===== src/rtl/multi_timer.sv =====
// multi_timer: bank of NUM_CH independent up-counting timers behind a simple
// register bus. Each channel has TH (reload), TL (count) and TCON (control).
// Optional build macro MULTI_TIMER_CASCADE_EN lets channel n>0 count channel
// n-1 overflows instead of prescaled clock ticks.
module multi_timer #(
    parameter int NUM_CH  = 4,
    parameter int CNT_W   = 32,
    parameter int PRESC_W = 8
) (
    input  logic              clk,
    input  logic              reset,
    input  logic              en,
    input  logic              wen,
    input  logic [31:0]       address,
    input  logic [31:0]       din,
    output logic [31:0]       dout,
    output logic [NUM_CH-1:0] irq_vec,
    output logic              IRQ
);

    localparam logic [4:0] NCH      = 5'(NUM_CH);
    localparam logic [3:0] OFF_TH   = 4'h0;
    localparam logic [3:0] OFF_TL   = 4'h4;
    localparam logic [3:0] OFF_TCON = 4'h8;

    logic [CNT_W-1:0]   th    [NUM_CH];
    logic [CNT_W-1:0]   tl    [NUM_CH];
    logic [PRESC_W-1:0] presc [NUM_CH];
    logic [PRESC_W-1:0] pcnt  [NUM_CH];
    logic [NUM_CH-1:0]  run;
    logic [NUM_CH-1:0]  ie;
    logic [NUM_CH-1:0]  pend;
    logic [NUM_CH-1:0]  oneshot;
    logic [NUM_CH-1:0]  casc;

    logic [3:0]         ch_idx;
    logic [3:0]         off;
    logic               ch_valid;
    logic [NUM_CH-1:0]  wr_ch;
    logic [NUM_CH-1:0]  psc_hit;
    logic [NUM_CH-1:0]  psc_adv;
    logic [NUM_CH-1:0]  tick;
    logic [NUM_CH-1:0]  ovf;
    logic               ovf_prev;
    logic [31:0]        tcon_rd;
    logic               unused_addr;

    assign ch_idx      = address[7:4];
    assign off         = address[3:0];
    assign ch_valid    = ({1'b0, ch_idx} < NCH);
    assign unused_addr = ^address[31:8];

`ifndef MULTI_TIMER_CASCADE_EN
    assign casc = '0;
`endif

    // Per-channel write select, prescaler match, tick and overflow; ovf_prev
    // carries the lower channel's overflow up the chain for cascade mode.
    always_comb begin
        wr_ch    = '0;
        psc_hit  = '0;
        psc_adv  = '0;
        tick     = '0;
        ovf      = '0;
        ovf_prev = 1'b0;
        for (int unsigned n = 0; n < NUM_CH; n++) begin
            wr_ch[n]   = wen && ch_valid && (ch_idx == 4'(n));
            psc_hit[n] = (pcnt[n] == presc[n]);
            if (n != 0 && casc[n]) begin
                tick[n] = run[n] && !wr_ch[n] && ovf_prev;
            end else begin
                psc_adv[n] = run[n] && !wr_ch[n];
                tick[n]    = psc_adv[n] && psc_hit[n];
            end
            ovf[n]   = tick[n] && (tl[n] == '1);
            ovf_prev = ovf[n];
        end
    end

    // Counting and bus writes; a write suppresses the channel's count that
    // cycle, so write and count never compete for the same register.
    always_ff @(posedge clk) begin
        if (reset) begin
            for (int unsigned n = 0; n < NUM_CH; n++) begin
                th[n]    <= '0;
                tl[n]    <= '0;
                presc[n] <= '0;
                pcnt[n]  <= '0;
            end
            run     <= '0;
            ie      <= '0;
            pend    <= '0;
            oneshot <= '0;
`ifdef MULTI_TIMER_CASCADE_EN
            casc    <= '0;
`endif
        end else begin
            for (int unsigned n = 0; n < NUM_CH; n++) begin
                if (psc_adv[n]) begin
                    pcnt[n] <= psc_hit[n] ? '0 : pcnt[n] + 1'b1;
                end
                if (tick[n]) begin
                    if (ovf[n]) begin
                        tl[n]   <= th[n];
                        pend[n] <= 1'b1;
                        if (oneshot[n]) begin
                            run[n] <= 1'b0;
                        end
                    end else begin
                        tl[n] <= tl[n] + 1'b1;
                    end
                end
                if (wr_ch[n]) begin
                    case (off)
                        OFF_TH: th[n] <= din[CNT_W-1:0];
                        OFF_TL: begin
                            tl[n]   <= din[CNT_W-1:0];
                            pcnt[n] <= '0;
                        end
                        OFF_TCON: begin
                            run[n]     <= din[0];
                            ie[n]      <= din[1];
                            oneshot[n] <= din[3];
`ifdef MULTI_TIMER_CASCADE_EN
                            casc[n]    <= din[4];
`endif
                            presc[n]   <= din[8 +: PRESC_W];
                            pcnt[n]    <= '0;
                            if (din[2]) begin
                                pend[n] <= 1'b0;
                            end
                        end
                        default: ;
                    endcase
                end
            end
        end
    end

    // Combinational read mux; unselected bus, invalid channel or reserved
    // offset all read as zero.
    always_comb begin
        dout    = '0;
        tcon_rd = '0;
        if (en && ch_valid) begin
            for (int unsigned n = 0; n < NUM_CH; n++) begin
                if (ch_idx == 4'(n)) begin
                    tcon_rd[0]              = run[n];
                    tcon_rd[1]              = ie[n];
                    tcon_rd[2]              = pend[n];
                    tcon_rd[3]              = oneshot[n];
                    tcon_rd[4]              = casc[n];
                    tcon_rd[8 +: PRESC_W]   = presc[n];
                    case (off)
                        OFF_TH:   dout = 32'(th[n]);
                        OFF_TL:   dout = 32'(tl[n]);
                        OFF_TCON: dout = tcon_rd;
                        default:  dout = '0;
                    endcase
                end
            end
        end
    end

    assign irq_vec = pend & ie;
    assign IRQ     = |irq_vec;

endmodule

===== config.mk =====
export PLATFORM = sky130hd
export DESIGN_NAME = multi_timer
export DESIGN_NICKNAME = d
export VERILOG_FILES = /design/src/rtl/multi_timer.sv
export SDC_FILE = /design/constraint.sdc
export NUM_CORES = 1
export LEC_CHECK = 0
export ABC_AREA = 1
export CORE_ASPECT_RATIO = 1.2
export CORE_MARGIN = 2
export CORE_UTILIZATION = 55
export CTS_BUF_LIST = sky130_fd_sc_hd__clkbuf_16
export CTS_CLUSTER_DIAMETER = 30
export DETAILED_ROUTE_END_ITERATION = 16
export PLACE_DENSITY = 0.74
export SYNTH_ARGS = -nofsm -noshare
export SYNTH_HDL_FRONTEND = slang
export SYNTH_SLANG_ARGS = --single-unit

===== constraint.sdc =====
create_clock -name clk -period 5.41 [get_ports clk]
set_clock_uncertainty 0.15 [all_clocks]
set_input_delay 1.082 -clock clk [delete_from_list [all_inputs] [get_ports clk]]
set_output_delay 1.082 -clock clk [all_outputs]
set_load 0.01 [all_outputs]

==> flow_results.org <==
** Pwr
- Relative contribution of the clock network to total power :: 0.548
- Switching portion of total power :: 0.261
- Power consumption :: 8030 uW
- IR analysis of the VDD net gives a maximum drop of 0.000305 V.
- Leakage :: 0.0102 uW
- Logic pwr share :: 0.068
- For this design the ratio of total power to cell area is 315 mW/mm^2.
- In this run the power spent charging and discharging nets is 2090 uW.
- P_int :: 5940 uW
- Portion of total power attributed to sequential cells :: 0.385

** Detailed routing
- First-pass iteration count of the detailed router :: 6
- Across all layers, the routed design uses 21.5k vias.
- For this block, the initial DRC count from the detailed router was 2607.
- In the routed layout, each cell is associated on average with a via count of 6.08.
- Post-detailed-route DRC marker count :: 0
- Post-Route WL :: 84400 um
- In this run the remaining antenna-violating nets after routing total 0.
- Dividing the detail-routed wire length by the instance count gives 23.9 um.

** Logic synthesis
- Warnings, synthesis :: 0
- Cell variety after synth :: 48
- After synthesis, the cell types taking the most area are sky130_fd_sc_hd__edfxtp_1, sky130_fd_sc_hd__nand2_1, sky130_fd_sc_hd__nor2_1, sky130_fd_sc_hd__nand3_1, sky130_fd_sc_hd__inv_1.
- In the synthesized netlist, the number of instances is 2848.
- Counting every net in the synthesized netlist gives 2924.
- Dominant cell type by area after synthesis :: sky130_fd_sc_hd__edfxtp_1
- Counting instances in the post-synthesis netlist gives the leading cell types as sky130_fd_sc_hd__nand2_1, sky130_fd_sc_hd__nor2_1, sky130_fd_sc_hd__edfxtp_1, sky130_fd_sc_hd__inv_1, sky130_fd_sc_hd__nand3_1.
- Top-area cell type share of the netlist area :: 0.444
- The synthesized design contains 320 enable-type register cells.
- Post-synthesis instance area :: 0.0217 mm^2
- Of the synthesized area, sequential elements account for 0.459.
- Among all cell types in the netlist, the one instantiated most often is sky130_fd_sc_hd__nand2_1.
- Total of flip-flops plus latches after synthesis :: 336
- After synthesis, the mean cell area works out to 7.60 um^2.
- Async set-or-reset flop fraction in the synthesized netlist :: 0
- Leading register cell type out of synthesis :: sky130_fd_sc_hd__edfxtp_1

** Final layout
- Layout cells sized above 1 :: 0.0792
- Area occupied by registers :: 0.00993 mm^2
- Area used by multi-input combinational logic :: 0.00999 mm^2
- For this run, the post-layout net count is 3022.
- Number of fill cells :: 3379
- From synthesis to final layout, the design area changed by 17.9%.

** Placement
- Routability cong. :: 0.999
- The wire-length estimate of the detail-placed layout is 61400 um.
- At the placement stage, the worst setup path has a slack of 0.380 ns.
- During placement, the flow inserted port buffers numbering 80.

** Global route
- Total grt overflow :: 0
- Total global-route track usage :: 0.412
- The number of antenna violations at the first check in global routing came to 0.
- Pin count of the biggest net entering global routing :: 43
- The number of global-route vias before repair is 20.9k.
- Wire length of the first global-routing pass :: 124000 um

** STA
- Maximum operating frequency :: 0.196 GHz
- Final Setup Violations :: 0
- Total count of max-transition violations in the final report :: 0
- Total negative setup slack :: 0 ns
- Actual slew at the worst max-slew pin :: 1.03 ns
- Final Hold Violating Endpoints :: 0
- Setup repair after global routing left no endpoint under its margin.
- Portion of the clock cycle consumed by the worst path in the final layout :: 0.941
- Minimum clock period after layout :: 5.09 ns
- Smallest setup slack after layout :: 0.321 ns
- Worst slew margin relative to its limit :: 0.310

** Worst setup path
- Crit Path Category :: in2out
- Data on the critical path is required at its endpoint by 4.18 ns.
- Measured in cells, the most critical reg-to-reg path has a length of 11.
- In this run the worst path has a maximum fanout of 13.
- STA classifies the critical path endpoint as a primary output.
- Critical Path Start Type :: input pin
- STA puts the critical path data arrival time at 3.86 ns.

** Min path
- The path class of the tightest hold or removal check is reg2reg.
- Instance count along the most critical hold path :: 2

** Clock tree
- CTS buffer count :: 74
- Clock-pin slew was measured on the worst setup and hold paths at 0.05 ns.
- The tree is rooted in a sky130_fd_sc_hd__clkbuf_16.
- Clock Sink Count :: 336
- Gates resized during post-CTS repair numbered 0.
- TritonCTS built the clock tree.
- Post-CTS Hold Fix Bufs :: 0
- The later pin in the worst-skew pair is clocked with a latency of 0.62 ns.
- Maximum level of the CTS H-tree :: 3
- Setup bufs post-CTS :: 0
- In this run the deepest clock path goes through 3 buffers.

** Outcome
- Result of the run :: finished, final reports clean

** Floorplan
- I/O Pins :: 105
- Height of the die :: 221 um
- After floorplanning, the core was sized to cover 0.0388 mm^2.
- Die Span X :: 185 um
- The initial utilization of the core area, before any placement, comes to 0.557.
- The die covers 0.0410 mm^2.
- In this run the core area contains 79 standard-cell rows.

** Job
- The tool flagged a number of max-cap violations equal to 0.
## metal layers
| metal | GRT usage | part of all wire | routed length [um] |
|---|---|---|---|
| met3 | 0.0941 | 0.11 | 9540 |
| met4 | 0.253 | 0.066 | 5530 |
| met5 | 0 | 0 | 0 |
| met2 | 0.672 | 0.47 | 40000 |
| met1 | 0.493 | 0.35 | 29400 |
## critical path, stage by stage
cell                              delay, ns
sky130_fd_sc_hd__clkdlybuf4s50_1       0.44
sky130_fd_sc_hd__nor2_4                0.24
sky130_fd_sc_hd__inv_1                 0.15
sky130_fd_sc_hd__nor2_4                0.17
sky130_fd_sc_hd__nand2_1               0.10
sky130_fd_sc_hd__inv_2                 0.30
sky130_fd_sc_hd__buf_4                 0.26
sky130_fd_sc_hd__nand2_1               0.09
sky130_fd_sc_hd__a41oi_1               0.40
sky130_fd_sc_hd__clkdlybuf4s50_1       0.62
## cell families after synthesis
kind of cell	after synthesis	share of synthesized area
compound gates	344	0.0925
buf+inv	446	0.0810
fa+ha+maj	8	0.00462
xor+xnor	125	0.0506
flops	336	0.459
simple gates	1589	0.313
## cell usage in the layout, fill, tap and decap left out, types with 4 or more instances in the layout
cell type,synthesis,final
sky130_fd_sc_hd__ha_1,8,8
sky130_fd_sc_hd__o21ai_1,33,33
sky130_fd_sc_hd__o21a_1,8,8
sky130_fd_sc_hd__edfxtp_1,320,320
sky130_fd_sc_hd__clkdlybuf4s50_1,0,80
sky130_fd_sc_hd__a31oi_1,14,14
sky130_fd_sc_hd__inv_2,9,10
sky130_fd_sc_hd__nand3b_1,15,15
sky130_fd_sc_hd__clkinv_4,0,7
sky130_fd_sc_hd__nand2_1,771,770
sky130_fd_sc_hd__buf_12,0,4
sky130_fd_sc_hd__nand3_2,8,8
sky130_fd_sc_hd__clkbuf_16,0,76
sky130_fd_sc_hd__inv_6,0,10
sky130_fd_sc_hd__xor2_1,85,85
sky130_fd_sc_hd__nor2_1,412,409
sky130_fd_sc_hd__nor2_4,12,12
sky130_fd_sc_hd__clkinv_2,0,8
sky130_fd_sc_hd__nand3_1,255,255
sky130_fd_sc_hd__a21oi_1,67,67
sky130_fd_sc_hd__o2111ai_1,12,12
sky130_fd_sc_hd__buf_4,8,53
sky130_fd_sc_hd__o22ai_1,37,37
sky130_fd_sc_hd__clkinv_1,12,18
sky130_fd_sc_hd__dfxtp_1,16,16
sky130_fd_sc_hd__o21ai_2,0,4
sky130_fd_sc_hd__xnor2_1,40,40
sky130_fd_sc_hd__inv_1,309,318
sky130_fd_sc_hd__nor3_1,43,43
sky130_fd_sc_hd__nand2_2,5,6
sky130_fd_sc_hd__nand4_1,37,37
sky130_fd_sc_hd__o211ai_1,19,19
sky130_fd_sc_hd__o221ai_1,15,15
sky130_fd_sc_hd__bufinv_16,0,5
sky130_fd_sc_hd__o21ai_0,126,122
sky130_fd_sc_hd__clkinvlp_4,0,12
sky130_fd_sc_hd__nor2_2,10,13
sky130_fd_sc_hd__a22o_1,4,4
sky130_fd_sc_hd__nor3b_1,8,8
## flip-flops by register name, indices dropped and copies added, names as in the netlist
| register | cells |
|---|---|
| tl | 128 |
| run | 4 |
| pcnt | 32 |
| presc | 32 |
| oneshot | 4 |
| pend | 4 |
| ie | 4 |
| th | 128 |
## layout make-up
cell class / count / share of cell area
multi-input cells: 2066 / 0.391
well taps: 526 / 0.0258
inverters: 331 / 0.0488
diodes: 1 / 0.0000980
repair buffers: 137 / 0.0501
clock inverters: 60 / 0.0206
flip-flops and latches: 336 / 0.389
clock buffers: 76 / 0.0745
## power by group through the flow
stage          combinational [uW]  clock, uW  sequential, uW
2_1_floorplan                 298          0            3090
4_1_cts                       522       4400            3090
3_5_place_dp                  518          0            3130
3_3_place_gp                  514          0            3130
6_report                      543       4400            3090
5_1_grt                       572       4530            3100
## final timing paths
check	startpoint	to	slack, ns
max	address[7]	dout[28]	0.32
min reg2reg	run[1]	run[1]	0.35
min	run[1]	run[1]	0.35
max reg2reg	tl[2][1]	tl[2][4]	2.00
## through the flow
| step | cells | area [um^2] | hold WS, ns | util |
|---|---|---|---|---|
| floorplan | 2848 | 21700 | 0.299 | - |
| global placement | 3396 | 23100 | 0.318 | 0.595 |
| detailed placement | 3396 | 23100 | 0.328 | 0.595 |
| CTS | 3532 | 25500 | 0.335 | 0.657 |
| global route | 3532 | 25500 | 0.364 | 0.657 |
| finish | 3533 | 25500 | 0.348 | 0.657 |
(Power assumes the default switching activity.)
